`config.mk`:
```
export PLATFORM = sky130hd
export DESIGN_NAME = abus_cmd_sequencer
export DESIGN_NICKNAME = d
export VERILOG_FILES = /design/src/rtl/abus_cmd_sequencer.sv
export SDC_FILE = /design/constraint.sdc
export NUM_CORES = 1
export LEC_CHECK = 0
export BUFFER_PORTS_ARGS = -buffer_cell sky130_fd_sc_hd__buf_2
export CORE_UTILIZATION = 45
export DETAILED_ROUTE_END_ITERATION = 8
export GPL_TIMING_DRIVEN = 0
export PLACE_DENSITY = 0.66
export SYNTH_ARGS = -nofsm -noshare
export SYNTH_HDL_FRONTEND = slang
export SYNTH_SLANG_ARGS = --single-unit
```
`constraint.sdc`:
```
create_clock -name abus_clk -period 4.9 [get_ports abus_clk]
set_input_delay 0.98 -clock abus_clk [delete_from_list [all_inputs] [get_ports abus_clk]]
set_output_delay 0.98 -clock abus_clk [all_outputs]
set_load 0.03 [all_outputs]
```
`src/rtl/abus_cmd_sequencer.sv`:
```
// ---------------------------------------------------------------------------
// abus_cmd_sequencer
//
// Purpose:
//   Queues read/write commands in a small FIFO and executes them on the
//   abus_master request interface strictly one at a time, in push order.
//   Each executed command produces exactly one response that is held until
//   the consumer accepts it.
//
// Ports:
//   abus_clk, abus_rst      clock and synchronous active-high reset
//   cmd_valid/cmd_ready     command handshake; cmd_write selects write/read,
//   cmd_addr, cmd_wdata     command address and write data
//   rsp_valid/rsp_ready     response handshake
//   rsp_write, rsp_err,     response kind, error flag and read data
//   rsp_rdata               (read data is 0 for writes and errored reads)
//   m_write/m_read          level requests towards abus_master
//   m_address, m_wdata      request address and write data
//   m_done, m_new_rdata,    completion strobes and read data from
//   m_err, m_rdata          abus_master
//   level                   commands queued, excluding the one in flight
//   busy                    a command is in flight/responding or queued
// ---------------------------------------------------------------------------
module abus_cmd_sequencer #(
    parameter int ADDR_WIDTH = 16,
    parameter int DATA_WIDTH = 16,
    parameter int DEPTH      = 4
) (
    input  logic                    abus_clk,
    input  logic                    abus_rst,

    input  logic                    cmd_valid,
    output logic                    cmd_ready,
    input  logic                    cmd_write,
    input  logic [ADDR_WIDTH-1:0]   cmd_addr,
    input  logic [DATA_WIDTH-1:0]   cmd_wdata,

    output logic                    rsp_valid,
    input  logic                    rsp_ready,
    output logic                    rsp_write,
    output logic                    rsp_err,
    output logic [DATA_WIDTH-1:0]   rsp_rdata,

    output logic                    m_write,
    output logic                    m_read,
    output logic [ADDR_WIDTH-1:0]   m_address,
    output logic [DATA_WIDTH-1:0]   m_wdata,
    input  logic                    m_done,
    input  logic                    m_new_rdata,
    input  logic                    m_err,
    input  logic [DATA_WIDTH-1:0]   m_rdata,

    output logic [$clog2(DEPTH):0]  level,
    output logic                    busy
);

    localparam int PW = $clog2(DEPTH);
    localparam int LW = PW + 1;
    localparam logic [LW-1:0] FULL_LEVEL = LW'(DEPTH);

    typedef enum logic [1:0] {
        IDLE,
        ISSUE,
        RESP
    } state_t;

    typedef struct packed {
        logic                  write;
        logic [ADDR_WIDTH-1:0] addr;
        logic [DATA_WIDTH-1:0] wdata;
    } cmd_t;

    state_t        state;
    cmd_t          mem [DEPTH];
    cmd_t          head;
    logic [PW-1:0] wr_ptr;
    logic [PW-1:0] rd_ptr;
    logic          push;
    logic          pop;
    logic          complete;

    // cmd_ready depends only on the registered level, so there is no
    // combinational path from cmd_valid back to cmd_ready.
    assign cmd_ready = (level != FULL_LEVEL);
    assign push      = cmd_valid && cmd_ready;
    assign pop       = (state == IDLE) && (level != '0);
    assign head      = mem[rd_ptr];
    assign busy      = (state != IDLE) || (level != '0);

    // Only the strobe matching the request kind completes it; m_err
    // completes either kind.
    assign complete  = (state == ISSUE) &&
                       (m_write ? (m_done || m_err) : (m_new_rdata || m_err));

    // NOTE: the storage array has no reset; emptiness is tracked purely by
    // level and the pointers, so stale entries are never observed.
    always_ff @(posedge abus_clk) begin
        if (!abus_rst && push) begin
            mem[wr_ptr] <= '{write: cmd_write, addr: cmd_addr, wdata: cmd_wdata};
        end
    end

    // NOTE: all state below uses non-blocking assignments so every branch
    // reads the pre-edge values (e.g. rsp_write captures the old m_write).
    always_ff @(posedge abus_clk) begin
        if (abus_rst) begin
            state     <= IDLE;
            wr_ptr    <= '0;
            rd_ptr    <= '0;
            level     <= '0;
            m_write   <= 1'b0;
            m_read    <= 1'b0;
            m_address <= '0;
            m_wdata   <= '0;
            rsp_valid <= 1'b0;
            rsp_write <= 1'b0;
            rsp_err   <= 1'b0;
            rsp_rdata <= '0;
        end else begin
            // Pointers wrap naturally because DEPTH is a power of two.
            if (push) wr_ptr <= wr_ptr + PW'(1);
            if (pop)  rd_ptr <= rd_ptr + PW'(1);

            case ({push, pop})
                2'b10:   level <= level + LW'(1);
                2'b01:   level <= level - LW'(1);
                default: level <= level;
            endcase

            case (state)
                IDLE: begin
                    if (pop) begin
                        m_address <= head.addr;
                        m_wdata   <= head.wdata;
                        m_write   <= head.write;
                        m_read    <= !head.write;
                        state     <= ISSUE;
                    end
                end
                ISSUE: begin
                    if (complete) begin
                        m_write   <= 1'b0;
                        m_read    <= 1'b0;
                        rsp_valid <= 1'b1;
                        rsp_write <= m_write;
                        rsp_err   <= m_err;
                        rsp_rdata <= (!m_write && !m_err) ? m_rdata : '0;
                        state     <= RESP;
                    end
                end
                RESP: begin
                    if (rsp_ready) begin
                        rsp_valid <= 1'b0;
                        state     <= IDLE;
                    end
                end
                default: state <= IDLE;
            endcase
        end
    end

endmodule

```
# Yosys cells after proc, flatten, opt, wreduce, memory -nomap -nowiden
# Memories as Yosys holds them, arrays and structs flattened. A register that Yosys moved wholly into a read port is not among the register bits.
# Index checks and enable logic that the tools add are counted.
# W data, S select, Z words.
[word_totals]
mem_count = 1
wordCells = 67
register_bits = 62
ramBits = 132
input_bits = 56
output_inout_bits = 58
[mem_list]
columns = ["memory", "words", "width", "read_ports", "rd_clocked_by_memory_dff", "write_ports", "line_no", "source"]
rows = [
  ["mem", 4, 33, 1, 1, 1, "74", "cmd_t mem [DEPTH];"],
]
[classes]
n_reduce_logical = 23
add_sub_neg = 4
n_eq_ne = 8
muxes = 19
[ops]
columns = ["cell", "n"]
rows = [
  ["$mux W16", 1],
  ["$mux W2", 5],
  ["$reduce_and A3 Y1", 3],
  ["$mux W1", 8],
  ["$reduce_bool A2 Y1", 4],
  ["$ne A2 B2 Y1 const B", 3],
  ["$pmux W1 S2", 3],
  ["$pmux W2 S3", 1],
  ["$pmux W3 S2", 1],
  ["$logic_and A1 B1 Y1", 5],
  ["$add A2 B1 Y2 const B", 2],
  ["$eq A2 B1 Y1 const B", 2],
  ["$eq A2 B2 Y1 const B", 2],
  ["$logic_not A1 Y1", 4],
  ["$reduce_and A2 Y1", 2],
  ["$add A3 B1 Y3 const B", 1],
  ["$logic_or A1 B1 Y1", 3],
  ["$ne A3 B3 Y1 const B", 1],
  ["$reduce_bool A3 Y1", 1],
  ["$sub A3 B1 Y3 const B", 1],
  ["$logic_not A2 Y1", 1],
]

# Logic depth before layout (Yosys ltp)
# Gate-level depths: netlist of run 1.
[depth]
depth_word = 5
depth_mapped = 9
depth_no_buf = 9

# Worst setup path before layout of run 1
# Ideal clock, no wire load.
[synth_path]
path_type = "input -> register"
startpoint = "in abus_rst"
endpoint = "mem mem[0][0] (netlist bit) (enable)"
path_buffers = 1
required_ps = 4507
slack_ps = 2195
path_stages = 3
setup_time_ps = 393
t_arrival_ps = 2312
path_cell_list = "clkbuf_1 -> nor3_1 -> and2_1"
[synth_between]
elab_chain_len = 4
[synth_rtl]
columns = ["item", "line_no", "source"]
rows = [
  ["from (decl)", "30", "input logic abus_rst,"],
  ["$logic_not A1 Y1", "98", "if (!abus_rst && push) begin"],
  ["$logic_and A1 B1 Y1", "98", ""],
  ["$mux W1", "98", ""],
  ["$mux W1 (implied by the code)", "99", "mem[wr_ptr] <= '{write: cmd_write, addr: cmd_addr, wdata: cmd_wdata};"],
  ["to (decl)", "74", ""],
]
# Every way passes these cells.

# Worst setup path in the final report of run 1
[layout_path]
startpoint = "reg level[2]"
endpoint = "out cmd_ready"
[layout_between]
elab_chain_len = 1
[layout_rtl]
columns = ["item", "line_no", "source"]
rows = [
  ["from (decl)", "53", "output logic [$clog2(DEPTH):0] level,"],
  ["from (signal assigned)", "125", "2'b10: level <= level + LW'(1);"],
  ["from (signal assigned)", "126", "2'b01: level <= level - LW'(1);"],
  ["from (signal assigned)", "127", "default: level <= level;"],
  ["$ne A3 B3 Y1", "84", "assign cmd_ready = (level != FULL_LEVEL);"],
  ["to (decl)", "33", "output logic cmd_ready,"],
]
# Every way passes these cells.

==> run summary, run 1 <==
Fin crit period = 2.60 ns
Clk slew on worst S/H paths = 0.07 ns
# rows = 46
Routed WL = 13.8 mm
Hold crit path type = flop to flop
Final ANT Viol Nets = 0
Initial Util = 45.8%
Top cells by area, synth = edfxtp_1 (55%), dfxtp_1 (18%), mux4_2 (10%)
Nets = 604
Post-Syn Instances = 407
Seq/Total Area, Yosys = 72.4%
Total GRT Usage = 17.5%
Final hold vios = 0
Warnings, synthesis = 0
Post-cts sizing count = 0
Grt ovf = 0
Root cell of the clock tree = clkbuf_16
Post-synth top flop = edfxtp_1
Worst flop-to-flop path endpoint = level[2]
Slew margin rel. = 56.2%
Syn-to-layout area delta = 20.7%
Hold Buf Count CTS = 0
Critical Path End Type = primary output
Simple-Gate Fraction of Synth Area = 4.66%
CTS Buf Count = 17
Syn Std Cell Area = 7250 sq um
Outcome = completed
Most frequent cell after synthesis = edfxtp_1
Slew Limit Fails = 0
I/O Buffers = 112
Max-cap violation count = 0
WP data required = 3.92 ns
Max Fanout on Critical Path = 6
Number of setup buffers added after CTS = 0
DIE AREA = 16600 sq um
Number of global-route vias before repair = 3993
Worst-case clock buffer depth = 2
P_leak = 3.29 nW
Area leader, netlist = edfxtp_1
Top cell type's share of synthesized area = 54.7%
EDFF count, synth = 132
Share of cells above drive strength 1 = 37.3%
H-Tree Depth = 4
Ys async rst share = 0%
R2r setup slk = 2.54 ns
Total power = 4.99 mW
Syn nets = 469
Max Freq = 0.385 GHz
DR vias/cell = 5.12
Syn Area/Cell = 17.8 sq um
CTS Sinks = 196
Synth cell count leaders = edfxtp_1 (132), dfxtp_1 (64), mux4_2 (33)
Initial antenna violation count = 1
Critical path endpoint = cmd_ready
Routed len/inst = 17.9 um
DP HPWL = 9.16 mm
Initial DRC Count = 204
Clk_skew = 0.00738 ns
Height of the die = 129 um
Vias after detailed routing = 3956
First-pass DRT Iterations = 6
Critical Path AT = 1.62 ns
Min-delay src = m_wdata[4]
Critical path class = flop to primary output
Unrepaired setup endpoints after global routing = no
Synth cell types = 39
Worst-Skew Late Latency = 0.42 ns
Top-Level Pins = 114
Crit share post-route = 53.0%
Synth Register Bits = 196
Largest net degree at the start of global routing = 26
TNS Setup = 0 ns
Crit path from = level[2]
CTS tree = done
Critical Path Source Type = flop
Largest family of logic cells by synthesized area = multiplexers
Post-synthesis mux area share = 12.6%
Compound-cell area share of the yosys netlist = 6.30%
Final setup violation count = 0
Remaining DRCs = 0
Synth Area in Adders = 1.14%
Synth Area in XOR/XNOR = 0.242%
Worst R2R Start = level[2]
Worst Max-Slew Pin Slew = 0.658 ns
Core Area = 15800 sq um
Gp weighted congestion = 0.745
Die width = 129 um
First-pass GRT wire length = 21.2 mm
R2R depth = 9
PD cells = 570 nW/um^2
Worst vdd rail ir drop = 0.000299 V
## worst min path at each step
stage	endpoint	slack, ns	cells past startpoint
floorplan	wr_ptr[0]	0.48	2
global placement	rsp_rdata[4]	0.46	2
detailed placement	m_wdata[10]	0.46	1
CTS	m_wdata[10]	0.48	1
global route	m_wdata[10]	0.50	1
finish	m_wdata[4]	0.48	1
## cells in the final DEF (no fill, tap or decap), drive strengths merged, types with 3 or more instances in the layout
cell,count
ha,5
nor2,5
nor3,4
o21ai,3
mux2i,17
buf,134
nand2,18
mux4,33
and2,4
edfxtp,132
a21oi,13
clkbuf,23
clkinvlp,6
nand2b,17
a22o,32
nand3,4
inv,17
dfxtp,64
## through the flow
| step | instances | area (sq um) | hold slack (ns) | setup slack (ns) | util, % |
|---|---|---|---|---|---|
| after floorplan | 407 | 7250 | 0.484 | 2.19 | - |
| after global placement | 735 | 8080 | 0.459 | 1.44 | 51.1 |
| after detailed placement | 739 | 8170 | 0.464 | 2.30 | 51.6 |
| after CTS | 771 | 8750 | 0.481 | 2.31 | 55.3 |
| after global routing | 772 | 8750 | 0.497 | 2.15 | 55.3 |
| final | 772 | 8750 | 0.477 | 2.30 | 55.3 |
## layout make-up
class / count / area (sq um)
Multi-Input combinational cell: 175 / 1810
Buffer: 23 / 148
Sequential cell: 196 / 5250
Clock inverter: 14 / 154
Tap cell: 216 / 270
Inverter: 13 / 48.8
Timing Repair Buffer: 116 / 641
Fill cell: 1289 / 7080
Clock buffer: 18 / 429
Antenna cell: 1 / 2.50
## per-layer routing
layer | GRT usage, % | part of all wire (%) | up-vias
met1 | 21.5 | 43 | 1985
met3 | 3.78 | 4.0 | 19
met4 | 7.96 | 2.3 | 0
met2 | 29.9 | 51 | 95
met5 | 0 | 0 | -
li1 | - | - | 1857
## worst max-delay path: stages (launching register included)
cell and delay [ns]:
dfxtp_1 0.41, nor3b_1 0.41, inv_1 0.16, buf_2 0.21
## sequential cells by signal (all words and copies together), names as in the netlist, 2 cells and up, named ones only
| name | cells |
|---|---|
| rsp_rdata | 16 |
| rd_ptr | 2 |
| mem | 132 |
| wr_ptr | 2 |
| m_wdata | 16 |
| state | 2 |
| m_address | 16 |
| level | 3 |
## cells by family after synthesis
group,Yosys count
muxes,50
and+or+nand+nor,59
DFF,196
adders and majority gates,6
AOI/OAI and AO/OA,58
buffers and inverters,36
xor gates and xnor gates,2
## report_power, final
group          switching, mW  internal (mW)
Sequential             0.125           2.00
Combinational          0.923          0.575
Clock                  0.602          0.758
Total                   1.65           3.33
Note: power is estimated with default switching activity, not from simulation.
==> run 2: changes to the inputs <==
PLACE_DENSITY = 0.68   (was 0.66)
clock period = 2.3 ns   (was 4.9 ns; I/O delays follow)
==> run 2 against run 1 <==
Power rose by 110%. Final area barely moved. Wire length rose by 0.58%. Flip-flop and latch count did not move. Combinational power rose by 110%. Critical path depth rose by 6. Global-route usage rose by 0.093 points. Clock-buffer cell count rose by 1. Worst hold slack got worse by 0.24 ns. Non-clock buffer count rose by 1. Final cell count did not move. First-iteration DRC count fell by 26%. Critical path type is now flop to flop.
==> run summary, run 2 (synthesis results as in run 1) <==
First-pass DRT Iterations = 4
Top reg by flops = mem
Grt ovf = 0
I/O Buffers = 112
Slowest stage delay, CP = 0.38 ns
Max Fanout on Critical Path = 6
Clk slew on worst S/H paths = 0.07 ns
# rows = 46
Worst flop-to-flop path endpoint = level[2]
Crit share post-route = 90.0%
Max Freq = 0.483 GHz
Largest net degree at the start of global routing = 24
Slew Limit Fails = 0
Nets = 605
Hold Slack = 0.238 ns
Final hold vios = 0
Gp weighted congestion = 0.736
Routed WL = 13.9 mm
H-Tree Depth = 4
Crit path top cell by count = inv_1
Worst vdd rail ir drop = 0.000550 V
Hold crit path type = input port to flop
First-pass GRT wire length = 21.3 mm
Root cell of the clock tree = clkbuf_16
Worst R2R Start = level[2]
WP data required = 2.66 ns
Initial DRC Count = 151
Initial antenna violation count = 0
Critical Path AT = 2.43 ns
Crit path cell chain = nor3b_4 > inv_1 > nand2_1 > ha_1 > inv_1 > fa_1 > xor2_1 > or3_1 > a21oi_1
Most frequent cells in the layout = edfxtp_1 (132), buf_2 (122), dfxtp_1 (61)
Min-delay src = cmd_wdata[15]
DP HPWL = 9.11 mm
Worst Max-Slew Pin Slew = 0.664 ns
DP Cell Count = 739
Diode count = 0
Clk_skew = 0.00678 ns
DIE AREA = 16600 sq um
DR vias/cell = 5.17
Final ANT Viol Nets = 0
Vias after detailed routing = 3989
Outcome = completed
Max-cap violation count = 0
R2R depth = 9
Fin crit period = 2.07 ns
Height of the die = 129 um
Critical Path Source Type = flop
CTS Sinks = 196
Post-Layout Cell Count = 772
Commonest non-fill, non-tap cell in the layout = edfxtp_1
Top-Level Pins = 114
Syn-to-layout area delta = 20.8%
Total GRT Usage = 17.6%
CTS tree = done
Critical-path top delay cell = dfxtp_2
PnR worst setup slack = 0.230 ns
Bufs and invs on worst path = 2
Pre-CTS WS = 0.0617 ns
Hold Path Cell Cnt = 1
Die width = 129 um
CTS Buf Count = 17
Fillcell total = 1276
Critical Path End Type = flop
Slew margin rel. = 55.8%
Routed len/inst = 18.0 um
Share of cells above drive strength 1 = 38.1%
P_leak = 3.30 nW
Final setup violation count = 0
Unrepaired setup endpoints after global routing = no
Total power = 10.6 mW
Crit path max-delay family = simple AND/OR/NAND/NOR gates
R2r setup slk = 0.23 ns
Worst-Skew Late Latency = 0.43 ns
Core Area = 15800 sq um
Number of global-route vias before repair = 3974
Remaining DRCs = 0
PD cells = 1210 nW/um^2
Worst-case clock buffer depth = 2
Max FFs per register = 132
Critical path class = flop to flop
Hold Path Sink = mem[1][15]
Initial Util = 45.8%
## run 2: how the worst max path moves through the flow
stage             start        end  slack (ns)  depth (start not counted)
5_1_grt        level[2]   level[2]        0.09                          9
3_3_place_gp   abus_rst  mem[0][0]       -0.62                          3
4_1_cts        level[0]   level[2]        0.04                          8
6_report       level[2]   level[2]        0.23                          9
3_5_place_dp   level[0]   level[2]        0.06                          8
2_1_floorplan  level[0]   level[2]        0.02                          9
## run 2: layer usage
layer | part of all wire [%] | global-route usage, % | wire length, um | up-vias
met3 | 3.9 | 4.37 | 547 | 21
met4 | 2.2 | 8.03 | 303 | 0
met2 | 52 | 30.6 | 7210 | 83
met5 | 0 | 0 | 0 | -
met1 | 42 | 20.7 | 5820 | 2028
li1 | - | - | - | 1857
## run 2: layout make-up
type                            count  area (sq um)  share of cell area (%)
Sequential cell                   196          5250                    59.9
Tap cell                          216           270                    3.09
Buffer                             23           148                    1.69
Timing Repair Buffer              117           648                    7.40
Inverter                           13          48.8                   0.557
Multi-Input combinational cell    175          1830                    20.9
Clock buffer                       19           443                    5.06
Clock inverter                     13           123                    1.40
## run 2: timing repair
| item | CTS | global route |
|---|---|---|
| buffers inserted | 0 | 1 |
| resized for setup | 0 | 4 |
| setup endpoints to repair | 0 | 1 |
| hold buffers | 0 | 0 |
## run 2: power by group
part	total [mW]	leakage (nW)	switching, mW	internal [mW]
clock network	2.84	0.269	1.30	1.54
logic	3.21	1.31	1.97	1.24
registers	4.55	1.72	0.277	4.27
## run 2: metrics by stage
step | TNS (ns) | cell area, sq um | util [%]
after CTS | 0 | 8740 | 55.2
after detailed placement | 0 | 8170 | 51.6
after global routing | 0 | 8760 | 55.3
final | 0 | 8760 | 55.3
after floorplan | 0 | 7260 | -
after global placement | -81.20 | 8090 | 51.1
